`config.mk`:
```
export PLATFORM = sky130hd
export DESIGN_NAME = lsu_mem_ctrl
export DESIGN_NICKNAME = d
export VERILOG_FILES = /design/src/rtl/lsu_mem_ctrl.sv
export SDC_FILE = /design/constraint.sdc
export NUM_CORES = 1
export LEC_CHECK = 0
export CORE_ASPECT_RATIO = 2
export CORE_UTILIZATION = 44
export DETAILED_ROUTE_END_ITERATION = 16
export HOLD_SLACK_MARGIN = 0.08
export MAX_ROUTING_LAYER = met4
export PLACE_DENSITY = 0.8
export SETUP_SLACK_MARGIN = 0.05
export SLEW_MARGIN = 20
export SYNTH_ARGS = -nofsm -noshare
export SYNTH_HDL_FRONTEND = slang
export SYNTH_SLANG_ARGS = --single-unit
```
`constraint.sdc`:
```
create_clock -name i_clk -period 2.4 [get_ports i_clk]
set_input_delay 0.48 -clock i_clk [delete_from_list [all_inputs] [get_ports i_clk]]
set_output_delay 0.48 -clock i_clk [all_outputs]
set_load 0.03 [all_outputs]
```
`src/rtl/lsu_mem_ctrl.sv`:
```
// Load/store unit: turns an ALU effective address into a byte-lane-aware req/ack
// memory transaction, formats load data and reports misaligned/illegal/timeout errors.
module lsu_mem_ctrl #(
  parameter int unsigned TIMEOUT_CYCLES = 255
) (
  input  logic        i_clk,
  input  logic        i_reset,
  input  logic        i_lsu_req,
  input  logic        i_lsu_wren,
  input  logic [2:0]  i_funct3,
  input  logic [31:0] i_lsu_addr,
  input  logic [31:0] i_st_data,
  output logic        o_lsu_busy,
  output logic        o_lsu_done,
  output logic [31:0] o_ld_data,
  output logic [1:0]  o_err_code,
  output logic        o_mem_req,
  output logic        o_mem_wren,
  output logic [31:0] o_mem_addr,
  output logic [31:0] o_mem_wdata,
  output logic [3:0]  o_mem_bmask,
  input  logic        i_mem_ack,
  input  logic [31:0] i_mem_rdata,
  output logic [1:0]  o_dbg_state
);

  // Handshake: o_mem_req rises with addr/wdata/bmask/wren already valid and holds them
  // stable until an edge that samples i_mem_ack=1; that edge completes the access
  // (write accepted, or i_mem_rdata valid) and drops o_mem_req.
  typedef enum logic [1:0] {
    ST_IDLE   = 2'd0,
    ST_ACCESS = 2'd1,
    ST_DONE   = 2'd2
  } state_e;

  localparam logic [7:0] LAST_CNT = 8'(TIMEOUT_CYCLES - 1);

  state_e      state_q, state_d;
  logic [7:0]  cnt_q, cnt_d;
  logic [1:0]  off_q, off_d;
  logic [2:0]  funct3_q, funct3_d;
  logic        wren_q, wren_d;
  logic        mem_req_q, mem_req_d;
  logic        mem_wren_q, mem_wren_d;
  logic [31:0] mem_addr_q, mem_addr_d;
  logic [31:0] mem_wdata_q, mem_wdata_d;
  logic [3:0]  mem_bmask_q, mem_bmask_d;
  logic [31:0] ld_data_q, ld_data_d;
  logic [1:0]  err_q, err_d;

  logic        req_illegal;
  logic        req_misaligned;
  logic [3:0]  req_bmask;
  logic [31:0] req_wdata;
  logic [7:0]  ld_byte;
  logic [15:0] ld_half;
  logic [31:0] ld_fmt;

  always_comb begin
    req_illegal    = 1'b0;
    req_misaligned = 1'b0;
    req_bmask      = 4'b1111;
    req_wdata      = i_st_data;
    case (i_funct3)
      3'b011, 3'b110, 3'b111: req_illegal = 1'b1;
      3'b100, 3'b101:         req_illegal = i_lsu_wren;
      default:                req_illegal = 1'b0;
    endcase
    case (i_funct3[1:0])
      2'b00: begin
        req_bmask = 4'b0001 << i_lsu_addr[1:0];
        req_wdata = {4{i_st_data[7:0]}};
      end
      2'b01: begin
        req_misaligned = i_lsu_addr[0];
        req_bmask      = i_lsu_addr[1] ? 4'b1100 : 4'b0011;
        req_wdata      = {2{i_st_data[15:0]}};
      end
      default: begin
        req_misaligned = (i_lsu_addr[1:0] != 2'b00);
        req_bmask      = 4'b1111;
        req_wdata      = i_st_data;
      end
    endcase
  end

  // Load formatting uses the offset/width latched at request time.
  always_comb begin
    ld_byte = i_mem_rdata[{off_q, 3'b000} +: 8];
    ld_half = off_q[1] ? i_mem_rdata[31:16] : i_mem_rdata[15:0];
    case (funct3_q)
      3'b000:  ld_fmt = {{24{ld_byte[7]}}, ld_byte};
      3'b001:  ld_fmt = {{16{ld_half[15]}}, ld_half};
      3'b100:  ld_fmt = {24'b0, ld_byte};
      3'b101:  ld_fmt = {16'b0, ld_half};
      default: ld_fmt = i_mem_rdata;
    endcase
  end

  always_comb begin
    state_d     = state_q;
    cnt_d       = cnt_q;
    off_d       = off_q;
    funct3_d    = funct3_q;
    wren_d      = wren_q;
    mem_req_d   = mem_req_q;
    mem_wren_d  = mem_wren_q;
    mem_addr_d  = mem_addr_q;
    mem_wdata_d = mem_wdata_q;
    mem_bmask_d = mem_bmask_q;
    ld_data_d   = ld_data_q;
    err_d       = err_q;
    o_lsu_busy  = 1'b0;
    case (state_q)
      ST_IDLE: begin
        cnt_d      = 8'd0;
        o_lsu_busy = i_lsu_req;
        if (i_lsu_req) begin
          if (req_illegal || req_misaligned) begin
            err_d     = req_illegal ? 2'b11 : 2'b01;
            ld_data_d = 32'd0;
            state_d   = ST_DONE;
          end else begin
            off_d       = i_lsu_addr[1:0];
            funct3_d    = i_funct3;
            wren_d      = i_lsu_wren;
            mem_req_d   = 1'b1;
            mem_wren_d  = i_lsu_wren;
            mem_addr_d  = {i_lsu_addr[31:2], 2'b00};
            mem_wdata_d = req_wdata;
            mem_bmask_d = req_bmask;
            err_d       = 2'b00;
            state_d     = ST_ACCESS;
          end
        end
      end
      ST_ACCESS: begin
        o_lsu_busy = 1'b1;
        if (i_mem_ack) begin
          mem_req_d = 1'b0;
          err_d     = 2'b00;
          if (!wren_q) ld_data_d = ld_fmt;
          state_d   = ST_DONE;
        end else if (cnt_q == LAST_CNT) begin
          mem_req_d = 1'b0;
          err_d     = 2'b10;
          ld_data_d = 32'd0;
          state_d   = ST_DONE;
        end else begin
          cnt_d = cnt_q + 8'd1;
        end
      end
      ST_DONE: begin
        state_d = ST_IDLE;
      end
      default: begin
        state_d = ST_IDLE;
      end
    endcase
  end

  always_ff @(posedge i_clk) begin
    if (i_reset) begin
      state_q     <= ST_IDLE;
      cnt_q       <= 8'd0;
      off_q       <= 2'd0;
      funct3_q    <= 3'd0;
      wren_q      <= 1'b0;
      mem_req_q   <= 1'b0;
      mem_wren_q  <= 1'b0;
      mem_addr_q  <= 32'd0;
      mem_wdata_q <= 32'd0;
      mem_bmask_q <= 4'd0;
      ld_data_q   <= 32'd0;
      err_q       <= 2'd0;
    end else begin
      state_q     <= state_d;
      cnt_q       <= cnt_d;
      off_q       <= off_d;
      funct3_q    <= funct3_d;
      wren_q      <= wren_d;
      mem_req_q   <= mem_req_d;
      mem_wren_q  <= mem_wren_d;
      mem_addr_q  <= mem_addr_d;
      mem_wdata_q <= mem_wdata_d;
      mem_bmask_q <= mem_bmask_d;
      ld_data_q   <= ld_data_d;
      err_q       <= err_d;
    end
  end

  assign o_lsu_done  = (state_q == ST_DONE);
  assign o_ld_data   = ld_data_q;
  assign o_err_code  = err_q;
  assign o_mem_req   = mem_req_q;
  assign o_mem_wren  = mem_wren_q;
  assign o_mem_addr  = mem_addr_q;
  assign o_mem_wdata = mem_wdata_q;
  assign o_mem_bmask = mem_bmask_q;
  assign o_dbg_state = state_q;

endmodule

```
Yosys cells after proc, flatten, opt, wreduce, memory -nomap -nowiden
Index checks and enable logic that the tools add are counted.

Add/sub/neg operators: 1. $mul: 0. Div/mod/pow operators: 0. $lt $le $gt $ge: 0. Eq/ne operators: 19. Shift operators: 2. Multiplexer cells: 32. Bitwise operators: 1. Reductions and logical operators: 14.

Operators by type and width (count): $mux 32 (5); $pmux 32 s2 (2); $pmux 32 s4 (1); $shiftx 32x6->8 (1); $eq 3x3->1 const B (6); $mux 16 (1); $mux 2 (8); $mux 8 (2); $pmux 8 s2 (1); $ne 2x2->1 const B (5); $reduce_and 3->1 (3); $add 8x1->8 const B (1); $eq 8x8->1 const B (1); $pmux 1 s2 (4); $pmux 2 s2 (2); $pmux 4 s2 (1); $ne 3x3->1 const B (2); $reduce_and 5->1 (1); $eq 2x1->1 const B (2); $logic_not 2->1 (2); $mux 1 (4); $mux 4 (1); $reduce_and 4->1 (1); $reduce_bool 2->1 (2); 10 further kinds (10).

Bits in registers: 117. Bits in latches: 0. Memory bits (writable): 0. Bits in read-only memories: 0. Bits of input ports: 104. Output and inout port bits: 108. Logic and storage cells: 80. Memories: 0.

Logic depth before layout (Yosys ltp)
Gate-level depths: netlist of run 1.

Depth in word-level cells: 7. Depth in mapped cells: 7.

Least setup slack after synthesis of run 1
No wires, ideal clock.

Path kind: register -> register. From: reg state_q[0] (netlist: o_dbg_state[0]). To: reg ld_data_q[10] (netlist: o_ld_data[10]). Library setup time: 0.123 ns. Data arrival time: 1.784 ns. Data required time: 2.277 ns. Path slack: 0.493 ns. Stages on the path, launching flop included: 6. Period minus slack after synthesis: 1.907 ns. Path through: dfxtp_1 nor2_1 nor2_1 nand4_2 buf_4 mux2i_1.

Longest elaborated chain between the ends: 3. Elaborated cells on any way between the ends: 9. Those cells by class: 5 x eq/ne; 1 x mux; 3 x reduce/logical.

RTL lines: from (decl) (RTL line 38) `state_e state_q, state_d;`; from (signal assigned) (RTL line 177) `state_q <= state_d;`; $eq 2x1->1 or $logic_not 2->1 (tied branches) (RTL line 114) `case (state_q)`; $ne 3x3->1 (no line) (tied with other cells); $reduce_and 5->1 (no line); to (signal assigned) (RTL line 187) `ld_data_q <= ld_data_d;`; to (decl) (RTL line 48) `logic [31:0] ld_data_q, ld_data_d;`.

Parallel ways exist; a longest one is shown, timed or not. A chain may end at the register's enable or synchronous reset.

Final worst setup path of run 1
From: reg state_q[0] (netlist: o_dbg_state[0]). To: out o_dbg_state[0].

RTL lines: to (decl) (RTL line 24) `output logic [1:0] o_dbg_state`.

No word-level cell between the ends.

==> results.md, run 1 <==
- Global route overflow: 0
- Endpoints failing setup: 0
- P_sw: 1.54 mW
- Critical path, cell by cell: clkdlybuf4s50_1
- Post-route setup slack: 0.167 ns
- Tot GR Track Use: 0.308
- Nets: 966
- Asr flop ratio synth: 0
- CTS Hold Buffers Added: 0
- Number of remaining DRC errors: 0
- Max-slew headroom: 0.303
- Post-DP HPWL: 14000 um
- Mapped Avg Cell Area: 8.40 um^2
- Num Clock Sinks: 117
- Setup WS pre-CTS: -0.0631 ns
- WP buf/inv: 1
- Share of power burned in registers: 0.371
- Syn-to-layout area delta: 51.9%
- Total Power: 5.58 mW
- CP max FO: 14
- TritonRoute pass-1 iters: 4
- Post_cts resized: 0
- Pwr dens: 665 nW/um^2
- Fin crit period: 2.23 ns
- Peak VDD IR: 623 uV
- Core Footprint: 12200 um^2
- Via count of the routed design: 5806
- Crit path capture: o_dbg_state[0]
- Yosys reg bits: 117
- Sequential Area: 2340 um^2
- ANT nets after route: 0
- RSZ-0062 raised after global routing: no
- MaxCap Viol Count: 0
- Worst Setup SP: o_dbg_state[0]
- Worst path arrival time: 1.75 ns
- Unique masters post-synth: 59
- Share of layout cells above drive strength 1: 0.0813
- Clock power frac: 0.450
- Fmax: 448 MHz
- Initial Utilization: 0.453
- Status: completed
- Fin crit share: 0.930
- Clk_lat worst skew: 0.41 ns
- Layout fillers: 988
- Inserted Diodes: 0
- Chip Width: 81.2 um
- Fin. Hold Viols: 0
- R2r startpoint: funct3_q[0]
- Sequential cell area fraction in the yosys report: 0.424
- Total leakage power: 3.02 nW
- Crit. End Element: output pin
- Boundary Pins: 212
- Finished Core Util: 0.688
- Pint: 4.04 mW
- Least-Margin Pin Slew: 1.04 ns
- Critical Path Stages: 1
- Die height: 160 um
- # rows: 57
- Crit-path slowest cell: clkdlybuf4s50_1
- Reg2reg end: o_ld_data[21]
- Startpoint Class: register
- CTS tree: done
- Worst min-delay path category: register to register
- Htree depth: 4
- Clock skew: 0.00793 ns
- Reg2reg setup slack: 0.43 ns
- R2R depth: 4
- First-pass GRT wire length: 29500 um
- Final hold slack: 0.455 ns
- IO Port Bufs: 209
- Mapped cell area: 5530 um^2
- Vias in the first global route: 5857
- Clock tree buffer depth: 2
- Initial antenna violation count: 0
- Comb pwr share: 0.179
- Syn. warnings: 0
- Die Area: 13000 um^2
- Clock transition at path regs: 0.06 ns
- Drt wl/cell: 18.5 um
- Ys flop type: dfxtp_1
- Largest stage delay on the critical path: 0.77 ns
- Vias per cell: 5.69
- Placer Congestion: 0.920
- Crit path required time: 1.92 ns
- Switch share: 0.277
- Setup Buffers After CTS: 0
- First DRT Iteration DRCs: 287
- CTS root buffer: clkbuf_16
- Delay-heaviest family, CP: buffers and inverters
- Largest net degree at the start of global routing: 80
- Area occupied by multi-input gates: 2860 um^2
- Cells after synthesis: 658
- Total wire length: 18900 um
- Crit Path Class: register to output pin
- EDFF count, synth: 0
- Slew Limit Fails: 0
- Num CTS Buffers: 17
[synthesized netlist by cell type, types with 2 or more instances]
cell type | count | share of area
a211oi_1 | 12 | 0.016
a21oi_1 | 62 | 0.056
a311oi_1 | 10 | 0.016
a32oi_1 | 7 | 0.011
and3_1 | 2 | 0.0023
buf_2 | 13 | 0.012
buf_4 | 11 | 0.015
buf_6 | 2 | 0.0041
clkbuf_1 | 27 | 0.018
clkinv_1 | 2 | 0.0014
dfxtp_1 | 117 | 0.42
ha_1 | 2 | 0.0045
inv_1 | 16 | 0.011
mux2i_1 | 56 | 0.10
nand2_1 | 155 | 0.11
nand2b_1 | 13 | 0.015
nand3_1 | 2 | 0.0018
nand4_1 | 4 | 0.0045
nor2_1 | 35 | 0.024
nor2b_1 | 4 | 0.0045
nor3_1 | 5 | 0.0045
nor3_2 | 2 | 0.0036
o2111ai_1 | 9 | 0.014
o211ai_1 | 32 | 0.043
o21ai_0 | 15 | 0.014
o22ai_1 | 2 | 0.0023
o32a_1 | 7 | 0.013
xor2_1 | 3 | 0.0048
[per-stage QoR]
stage	setup TNS, ns	instances	area [um^2]
2_1_floorplan	0	659	5530
3_3_place_gp	0	988	7800
3_5_place_dp	-0.0984	988	7800
4_1_cts	0	1020	8390
5_1_grt	0	1020	8390
6_report	0	1020	8390
[logic make-up after synthesis]
logic type      count (synthesis)  share of synthesized area
other cells                     1                   0.000679
flops                         117                      0.424
simple gates                  232                      0.182
mux                            56                      0.101
compound gates                174                      0.219
buf+inv                        72                     0.0620
fa+ha+maj                       2                    0.00453
xor+xnor                        4                    0.00634
[metal layers]
metal / part of all wire / vias to the layer above / wire length, um / global-route usage
met1: 0.34 / 2736 / 6340 / 0.292
met2: 0.55 / 259 / 10300 / 0.542
met4: 0.064 / 0 / 1200 / 0.196
li1: - / 2730 / - / -
met3: 0.055 / 81 / 1040 / 0.0642
met5: 0 / - / 0 / -
[worst min path at each step]
stage                           to  cells past startpoint  slack (ns)           start
floorplan              funct3_q[2]                      2        0.46     funct3_q[2]
global placement    o_mem_addr[11]                      2        0.44  o_mem_addr[11]
detailed placement  o_mem_addr[19]                      2        0.45  o_mem_addr[19]
CTS                 o_mem_addr[19]                      2        0.45  o_mem_addr[19]
global route        o_mem_addr[30]                      2        0.47  o_mem_addr[30]
finish              o_mem_addr[30]                      2        0.45  o_mem_addr[30]
[sequential cells by signal, indices dropped and copies added (netlist names), 2 cells and up]
signal,flops
o_ld_data,32
o_mem_wdata,32
o_mem_addr,30
cnt_q,8
o_mem_bmask,4
funct3_q,3
o_dbg_state,2
o_err_code,2
off_q,2
[power by group through the flow]
| stage | registers [mW] | clock network (mW) | logic [mW] |
|---|---|---|---|
| global route | 2.08 | 2.65 | 1.05 |
| floorplan | 2.24 | 0 | 0.386 |
| finish | 2.07 | 2.51 | 0.998 |
| CTS | 2.07 | 2.54 | 0.995 |
| global placement | 2.11 | 0 | 0.972 |
| detailed placement | 2.11 | 0 | 0.990 |
[layout make-up]
type                    count  share of cell area
flip-flops and latches    117               0.279
multi-input cells         470               0.341
clock buffers              18              0.0523
clock inverters            14              0.0182
well taps                 147              0.0219
inverters                  18             0.00805
repair buffers            236               0.280
[cells in the final DEF, fill, tap and decap left out, drive strengths merged, types with 12 or more instances in the layout]
cell,Yosys,layout
o211ai,32,32
dfxtp,117,117
a21oi,63,63
buf,27,29
clkdlybuf4s50,0,207
inv,16,19
nand2b,13,13
mux2i,56,56
o21ai,16,16
clkbuf,27,18
a211oi,12,12
nand2,155,155
nor2,35,35
Power figures use the tool's default switching activity.
==> run 2, diff against run 1 <==
CORE_UTILIZATION = 40   (was 44)
PLACE_DENSITY = 0.77   (was 0.8)
clock period = 2 ns   (was 2.4 ns; I/O delays follow)
==> run 2 against run 1 <==
  * Non-clock buffer count is 26 higher
  * Global-route usage is 4.8 points lower
  * Register-to-register slack worse by 0.28 ns
  * Clock skew grew 0.00095 ns
  * Sequential share of layout area decreased by 0.83 points
  * First-iteration DRC count shrank 40%
  * Clock power up 15%
  * Cell count increased by 3.4%
  * Highest routed layer unchanged
  * Critical path type unchanged
  * Clock-buffer cell count stayed put
  * Critical path depth unchanged
  * Total power increased by 19%
==> results.md, run 2 (synthesized netlist as in run 1, its figures left out) <==
- Crit path required time: 1.60 ns
- Number of instances in the placed design: 1022
- Layout fillers: 1128
- Slew Limit Fails: 0
- Met3 Resource Use GR: 0.0397
- Critical path, cell by cell: clkdlybuf4s50_1
- Clk_lat worst skew: 0.40 ns
- Crit Path Class: register to output pin
- Met2 usage: 0.476
- Met1 usage: 0.244
- Delay-heaviest family, CP: buffers and inverters
- Vias in the first global route: 5738
- Commonest non-fill, non-tap cell in the layout: clkdlybuf4s50_1
- Least-Margin Pin Slew: 0.744 ns
- Largest stage delay on the critical path: 0.75 ns
- Post-DP HPWL: 13600 um
- Non-Filler Instances: 1055
- Pwr dens: 763 nW/um^2
- P_sw: 1.85 mW
- Area occupied by multi-input gates: 2860 um^2
- Drt wl/cell: 16.9 um
- Num CTS Buffers: 17
- Status: completed
- Clock transition at path regs: 0.05 ns
- Crit. End Element: output pin
- Pint: 4.76 mW
- Sequential Area: 2340 um^2
- Peak VDD IR: 754 uV
- First-pass GRT wire length: 28000 um
- Number of remaining DRC errors: 0
- Clock power frac: 0.437
- Switch share: 0.279
- Placer Congestion: 0.903
- Crit-path slowest cell: clkdlybuf4s50_1
- CTS Hold Buffers Added: 0
- Via count of the routed design: 5714
- Startpoint Class: register
- Worst path arrival time: 1.49 ns
- Total Power: 6.61 mW
- Chip Width: 85.1 um
- WP buf/inv: 1
- Fin. Hold Viols: 0
- Final hold slack: 0.452 ns
- Share of power burned in registers: 0.375
- CTS root buffer: clkbuf_16
- Total leakage power: 3.19 nW
- Nets: 992
- # rows: 60
- Core Footprint: 13400 um^2
- Comb pwr share: 0.188
- Fin crit share: 0.944
- Largest net degree at the start of global routing: 41
- IO Port Bufs: 209
- Max-slew headroom: 0.499
- Initial Utilization: 0.411
- First DRT Iteration DRCs: 173
- Global route overflow: 0
- TritonRoute pass-1 iters: 4
- Tot GR Track Use: 0.260
- Htree depth: 4
- Most frequent cells in the layout: clkdlybuf4s50_1 (203), nand2_1 (155), dfxtp_1 (115)
- ANT nets after route: 0
- Clock skew: 0.00888 ns
- Fmax: 530 MHz
- Worst min-delay path category: register to register
- RSZ-0062 raised after global routing: no
- Endpoints failing setup: 0
- Die height: 168 um
- Clock tree buffer depth: 2
- Boundary Pins: 212
- Share of layout cells above drive strength 1: 0.110
- Die Area: 14300 um^2
- Syn-to-layout area delta: 56.7%
- Num Clock Sinks: 117
- Vias per cell: 5.42
- CP max FO: 2
- Fin crit period: 1.89 ns
- MaxCap Viol Count: 0
- Total wire length: 17900 um
- Gr busiest metal: met2
- CTS tree: done
- Initial antenna violation count: 1
run 2: cell types whose count changed in the layout (fill, tap and decap cells not counted):
cell,change
dfxtp_2,+2
clkinv_2,+1
dlygate4sd2_1,+4
diode_2,+1
clkdlybuf4s50_1,-4
dfxtp_1,-2
buf_4,+19
bufinv_16,-1
buf_12,+7
run 2: path summary, 6_finish.rpt:
path | from | endpoint | slack, ns | cells past startpoint
hold / removal | o_mem_addr[26] | o_mem_addr[26] | 0.45 | 2
setup / recovery | o_mem_wdata[15] | o_mem_wdata[15] | 0.11 | 1
setup reg to reg | cnt_q[0] | o_ld_data[19] | 0.15 | 7
hold reg to reg | o_mem_addr[26] | o_mem_addr[26] | 0.45 | 2
run 2: layout make-up:
| class | count | area share |
|---|---|---|
| inverters | 18 | 0.00780 |
| well taps | 155 | 0.0224 |
| flip-flops and latches | 117 | 0.271 |
| multi-input cells | 470 | 0.330 |
| clock buffers | 18 | 0.0507 |
| diodes | 1 | 0.000289 |
| repair buffers | 262 | 0.303 |
| clock inverters | 14 | 0.0147 |
run 2: tightest hold or removal path: stages, from the launching register on:
cell	delay (ns)
dfxtp_1	0.30
nand2_1	0.05
a21oi_1	0.05
run 2: routing by layer:
layer	routed length, um	share of wire
met5	0	0
met4	1130	0.063
met3	763	0.043
met2	9750	0.55
met1	6220	0.35
run 2: repair_timing:
item,4_1_cts,5_1_grt
setup buffers,0,0
endpoints found under the setup margin,5,0
resized for setup,6,0
run 2: power by group through the flow:
stage	combinational (mW)	sequential, mW	clock, mW
6_report	1.24	2.48	2.89
5_1_grt	1.32	2.49	3.05
4_1_cts	1.25	2.48	2.96
3_5_place_dp	1.24	2.53	0
3_3_place_gp	1.23	2.53	0
2_1_floorplan	0.463	2.68	0
run 2: stage by stage:
step | util | worst slack [ns] | instance area [um^2] | setup TNS [ns]
3_3_place_gp | 0.602 | -0.128 | 8100 | -9.11
4_1_cts | 0.644 | 0.109 | 8660 | 0
6_report | 0.645 | 0.112 | 8660 | 0
2_1_floorplan | - | 0.0926 | 5530 | 0
3_5_place_dp | 0.602 | -0.221 | 8100 | -13.07
5_1_grt | 0.645 | 0.0545 | 8660 | 0
